<file path="src/rtl/fetch_pkg.sv">
// Shared fetch/decode definitions: NOP encoding, instruction field positions
// and the instruction-type encoding seen by control_unit.
package fetch_pkg;

  localparam int unsigned INSTR_W  = 32;
  localparam int unsigned TYPE_MSB = 31;
  localparam int unsigned TYPE_LSB = 30;
  localparam int unsigned FUNC_MSB = 29;
  localparam int unsigned FUNC_LSB = 25;
  localparam int unsigned TYPE_W   = TYPE_MSB - TYPE_LSB + 1;
  localparam int unsigned FUNC_W   = FUNC_MSB - FUNC_LSB + 1;

  typedef enum logic [TYPE_W-1:0] {
    TYPE_CTRL = 2'b00,
    TYPE_MEM  = 2'b01,
    TYPE_DATA = 2'b10,
    TYPE_NOP  = 2'b11
  } instr_type_e;

  // Type NOP, func 00000; never decodes as SI.
  localparam logic [INSTR_W-1:0] INSTR_NOP = 32'hC000_0000;

  function automatic logic [TYPE_W-1:0] instr_type(input logic [INSTR_W-1:0] instr);
    return instr[TYPE_MSB:TYPE_LSB];
  endfunction

  function automatic logic [FUNC_W-1:0] instr_func(input logic [INSTR_W-1:0] instr);
    return instr[FUNC_MSB:FUNC_LSB];
  endfunction

endpackage

</file>
<file path="src/rtl/fetch_unit_sat_counter.sv">
// Saturating up-counter with synchronous clear.
// Ports: clk, clear (sync, wins over inc), inc, cnt (registered count).
module sat_counter #(
  parameter int unsigned CNT_W = 16
) (
  input  logic             clk,
  input  logic             clear,
  input  logic             inc,
  output logic [CNT_W-1:0] cnt
);

  // Sticks at all-ones instead of wrapping.
  always_ff @(posedge clk) begin
    if (clear) begin
      cnt <= '0;
    end else if (inc && (cnt != {CNT_W{1'b1}})) begin
      cnt <= cnt + CNT_W'(1);
    end
  end

endmodule

</file>
<file path="src/rtl/fetch_unit.sv">
// Instruction-fetch stage: generates the PC, addresses the synchronous
// instruction memory and registers the IF/ID word. Squashes on redirect,
// holds on stall and halts once the PC runs past the last memory word.
// Ports:
//   clk, rst (sync, active-high)
//   stall, redirect_en, redirect_pc      - hazard / jump-resolution inputs
//   imem_addr (comb, = next PC), imem_rdata (data for current pc_q)
//   if_id_instr, if_id_pc, if_id_valid   - IF/ID register
//   instruction_type, func               - decoded fields of if_id_instr
//   halted, fetch_cnt, bubble_cnt        - status and performance counters
module fetch_unit
  import fetch_pkg::*;
#(
  parameter int unsigned ADDR_W     = 32,
  parameter int unsigned IMEM_DEPTH = 256,
  parameter int unsigned RESET_PC   = 0,
  parameter int unsigned CNT_W      = 16
) (
  input  logic                 clk,
  input  logic                 rst,
  input  logic                 stall,
  input  logic                 redirect_en,
  input  logic [ADDR_W-1:0]    redirect_pc,
  output logic [ADDR_W-1:0]    imem_addr,
  input  logic [INSTR_W-1:0]   imem_rdata,
  output logic [INSTR_W-1:0]   if_id_instr,
  output logic [ADDR_W-1:0]    if_id_pc,
  output logic                 if_id_valid,
  output logic [TYPE_W-1:0]    instruction_type,
  output logic [FUNC_W-1:0]    func,
  output logic                 halted,
  output logic [CNT_W-1:0]     fetch_cnt,
  output logic [CNT_W-1:0]     bubble_cnt
);

  localparam logic [ADDR_W-1:0] LAST_PC  = ADDR_W'(4 * (IMEM_DEPTH - 1));
  localparam logic [ADDR_W-1:0] RST_PC   = ADDR_W'(RESET_PC);
  localparam logic [ADDR_W-1:0] PC_STEP  = ADDR_W'(4);
  localparam logic [ADDR_W-1:0] WORD_MSK = ~ADDR_W'(3);

  logic [ADDR_W-1:0] pc_q;
  logic [ADDR_W-1:0] pc_next;
  logic [ADDR_W-1:0] redirect_tgt;
  logic              past_end;
  logic              fetch_inc;
  logic              bubble_inc;

  // Next-PC selection; the memory is addressed with pc_next so that
  // imem_rdata always belongs to pc_q in the following cycle.
  always_comb begin
    redirect_tgt = redirect_pc & WORD_MSK;
    past_end     = pc_q > LAST_PC;
    pc_next      = pc_q + PC_STEP;
    fetch_inc    = 1'b0;
    bubble_inc   = 1'b0;
    if (rst) begin
      pc_next = RST_PC;
    end else if (redirect_en) begin
      pc_next    = redirect_tgt;
      bubble_inc = 1'b1;
    end else if (stall || halted || past_end) begin
      // past_end also freezes the PC on the edge that enters halt.
      pc_next = pc_q;
    end else begin
      fetch_inc = 1'b1;
    end
  end

  assign imem_addr = pc_next;

  // PC and IF/ID register.
  always_ff @(posedge clk) begin
    pc_q <= pc_next;
    if (rst) begin
      if_id_instr <= INSTR_NOP;
      if_id_pc    <= '0;
      if_id_valid <= 1'b0;
      halted      <= 1'b0;
    end else if (redirect_en) begin
      // Wrong-path word squashed; target arrives next cycle.
      if_id_instr <= INSTR_NOP;
      if_id_pc    <= '0;
      if_id_valid <= 1'b0;
      halted      <= 1'b0;
    end else if (stall || halted) begin
      // Hold everything.
    end else if (past_end) begin
      if_id_instr <= INSTR_NOP;
      if_id_pc    <= '0;
      if_id_valid <= 1'b0;
      halted      <= 1'b1;
    end else begin
      if_id_instr <= imem_rdata;
      if_id_pc    <= pc_q;
      if_id_valid <= 1'b1;
    end
  end

  // Invalid slots carry INSTR_NOP, so these never show the SI encoding.
  assign instruction_type = instr_type(if_id_instr);
  assign func             = instr_func(if_id_instr);

  sat_counter #(.CNT_W(CNT_W)) u_fetch_cnt (
    .clk   (clk),
    .clear (rst),
    .inc   (fetch_inc),
    .cnt   (fetch_cnt)
  );

  sat_counter #(.CNT_W(CNT_W)) u_bubble_cnt (
    .clk   (clk),
    .clear (rst),
    .inc   (bubble_inc),
    .cnt   (bubble_cnt)
  );

endmodule

</file>
<file path="config.mk">
export PLATFORM = sky130hd
export DESIGN_NAME = fetch_unit
export DESIGN_NICKNAME = d
export VERILOG_FILES = /design/src/rtl/fetch_pkg.sv /design/src/rtl/fetch_unit_sat_counter.sv /design/src/rtl/fetch_unit.sv
export SDC_FILE = /design/constraint.sdc
export NUM_CORES = 1
export LEC_CHECK = 0
export BUFFER_PORTS_ARGS = -buffer_cell sky130_fd_sc_hd__buf_2
export CAP_MARGIN = 10
export CORE_MARGIN = 3
export CORE_UTILIZATION = 30
export CTS_CLUSTER_DIAMETER = 40
export DETAILED_ROUTE_END_ITERATION = 8
export GPL_TIMING_DRIVEN = 0
export PLACE_DENSITY = 0.51
export SKIP_LAST_GASP = 1
export SYNTH_ARGS = -nofsm -noshare
export SYNTH_HDL_FRONTEND = slang
export SYNTH_HIERARCHICAL = 1
export SYNTH_SLANG_ARGS = --single-unit
</file>
<file path="constraint.sdc">
create_clock -name clk -period 4.9 [get_ports clk]
set_input_delay 0.245 -clock clk [delete_from_list [all_inputs] [get_ports clk]]
set_output_delay 0.245 -clock clk [all_outputs]
set_load 0.005 [all_outputs]
</file>
==> impl_metrics.csv <==
group,metric,value,unit
setup_path,path_max_fanout,16,
routing,wl_per_cell,15.7,um
pwr,swShare,0.212,
setup_path,worst_path_most_repeated_cell,"nand2_1",
logic_synthesis,synth_seq_cells,130,
logic_synthesis,synthFlopType,"dfxtp_1",
pwr,pwr-share-clk,0.509,
sta,max_slew_margin,0.482,
setup_path,max_stage_delay,0.50,ns
logic_synthesis,seq_area_frac_synth,0.502,
global_routing,use_met2,0.243,
global_routing,grt_pass1_vias,4477,
clocking,cts.sinks,130,
logic_synthesis,netlist.area_leader.share,0.502,
placed_design,placed_cell_area,6470,um2
sta,period_needed,2.88,ns
clocking,cts_inserted_buffers,17,
placed_design,place_inst,928,
logic_synthesis,yosys_warnings,6,
clocking,clock_path_buffers,2,
logic_synthesis,yosys-top-cells-area,"dfxtp_1 (50%), a22o_1 (6.6%), mux2i_1 (4.6%)",
pwr,ir_drop,0.255,mV
logic_synthesis,synth_commonest_cells,"dfxtp_1 (130), nor2_1 (41), a22o_1 (39)",
sta,slew_viol_final,0,
flow_run,drv_cap,0,
sta,fin_skew,0.00680,ns
global_routing,grt_pass1_wl,22.9,mm
sta,setup_tns,0,ns
routing,ant_nets,0,
global_routing,grt_max_degree,17,
logic_synthesis,syn-cell-area,5190,um2
routing,dr.pass1.iters,4,
logic_synthesis,synth.distinct_cells,51,
clocking,clk_pin_slew,0.06,ns
logic_synthesis,synth_area_per_cell,10.2,um2
outcome,status,"completed",
logic_synthesis,synth_cells,507,
layout,stdcell_count,960,
global_routing,groute.layer.met1.usage,0.195,
clocking,clkLatencyLatePin,0.41,ns
routing,routed_wl,15.1,mm
setup_path,end_kind,"flip-flop",
clocking,cts_tree,"built",
placed_design,port_buffers,201,
routing,drtIter0Drc,152,
sta,final_hold_viol_count,0,
setup_path,crit_arrival,3.21,ns
pwr,combPwrFrac,0.055,
pwr,p_seq_frac,0.436,
die,start_util,0.310,
layout,final_util,0.422,
logic_synthesis,synth_nets,578,
layout,area_growth,36.3,%
sta,setup_viol,0,
pwr,p_int,0.00197,W
setup_path,worstPathRequired,5.24,ns
clocking,post-cts-setup-buffer-count,0,
clocking,cts-htree-levels,4,
pwr,power.density,354,nW/um2
sta,period_share,0.587,
layout,design_area,7070,um2
global_routing,grtUsageTotal,0.155,
die,io_pins,205,
layout,layout-drive-gt1-share,0.359,
die,rows,47,
die,core,16800,um2
die,die_w,138,um
die,die_area,18900,um2
logic_synthesis,synth_area_leader_cell,"dfxtp_1",
routing,remaining_drc_errors,0,
sta,max_slew.worst_pin.slew,0.775,ns
pwr,finalPower,0.00250,W
die,fp.dieH,138,um
logic_synthesis,synth_edf_count,0,
setup_path,worst-setup-path-type,"flip-flop to flip-flop",
sta,max_clock_freq,0.347,GHz
setup_path,start_kind,"flip-flop",
pwr,switchingPower,0.000531,W
min_path,hold_class,"input port to flip-flop",
pwr,p_leak,3.31,nW
global_routing,grt.busiest_layer,"met2",
clocking,root_buffer,"clkbuf_16",
setup_path,crit_chain,"nor4_1 -> nand2_1 -> nor3_2 -> nand3_2 -> inv_2 -> buf_6 -> nand2_1 -> clkbuf_1 -> or4_1 -> a21oi_1",
sta,rsz0062_at_grt,"no",
routing,vias,4652,
clocking,cts_resized,0,
layout,nets,798,
global_routing,grt_use_met3,0.0603,
clocking,holdBufCountCts,0,
global_routing,antenna_found_initial,1,
setup_path,crit_slowest_cell,"or4_1",
placed_design,dp_hpwl,11.4,mm
logic_synthesis,postSynth.asyncResetShare,0,
placed_design,routabilityCongestion,0.841,
global_routing,grt_overflow,0,
routing,via_per_inst,4.85,
logic_synthesis,synth.most_common_cell,"dfxtp_1",
power by group through the flow:
stage	Sequential [W]	Clock [W]	Combinational (W)
2_1_floorplan	0.00111	0	0.0000757
3_3_place_gp	0.00111	0	0.000137
3_5_place_dp	0.00111	0	0.000139
4_1_cts	0.00109	0.00132	0.000140
5_1_grt	0.00109	0.00136	0.000154
6_report	0.00109	0.00127	0.000138
metal layers:
| layer | vias up | routed length [um] |
|---|---|---|
| met2 | 150 | 7000 |
| met5 | - | 0 |
| met1 | 2161 | 6610 |
| met4 | 0 | 155 |
| met3 | 14 | 1280 |
| li1 | 2327 | - |
metrics by stage:
stage                     hold slack (ns)  worst slack [ns]
after floorplan                     0.378              2.52
after global placement              0.452              2.07
after detailed placement            0.449              2.04
after CTS                          0.0270              2.02
after global routing               0.0289              1.81
final                              0.0526              2.02
critical path, delay by kind of cell, from the launching register on:
family,cells,cell delay (ns)
AO/OA/AOI/OAI,1,0.16
buffers and inverters,3,0.56
flip-flops,1,0.31
AND/OR/NAND/NOR,6,1.74
layout make-up:
class / count / area (um2)
inverter: 12 / 45.0
timing repair buffer: 201 / 1010
fill: 1649 / 9690
multi-input combinational: 329 / 2340
tap: 220 / 275
buffer: 36 / 201
sequential: 130 / 2600
clock buffer: 26 / 529
antenna: 2 / 5.00
clock inverter: 4 / 70.1
cells by family (layout without fill, tap and decap cells):
group	count (synthesis)	after routing	share of synthesized area
compound gates	104	104	0.145
flops	130	130	0.502
other cells	0	2	0
buf+inv	48	279	0.0475
mux	26	26	0.0506
xor+xnor	10	10	0.0169
fa+ha+maj	3	3	0.00723
simple gates	186	186	0.231
cell usage in the layout, fill, tap and decap left out, drive strengths merged, types with 3 or more instances in the layout:
cell type  instances
nand4             12
o21ai             11
nand2             22
nor3              11
buf              222
o31ai             13
nand3             14
xnor2              7
and4               7
a22o              39
xor2               3
dfxtp            130
mux2i             24
a21oi             26
nor2b              5
clkbuf            41
o21a               6
nor4              17
inv               12
nor2              41
ha                 3
and3              25
or3                7
or4               14
registers in the layout, summed over array words and instances (netlist names):
name              flops
u_fetch_cnt/cnt      16
halted                1
u_bubble_cnt/cnt     16
if_id_valid           1
if_id_instr          32
pc_q                 32
if_id_pc             32
path summary, 6_finish.rpt:
path / startpoint / end / slack, ns / depth (start not counted)
setup / recovery: pc_q[21] / u_fetch_cnt/cnt[9] / 2.02 / 10
hold / removal: imem_rdata[7] / if_id_instr[7] / 0.05 / 2
setup reg to reg: pc_q[21] / u_fetch_cnt/cnt[9] / 2.02 / 10
hold reg to reg: if_id_instr[18] / if_id_instr[18] / 0.47 / 1
(Power assumes the default switching activity.)
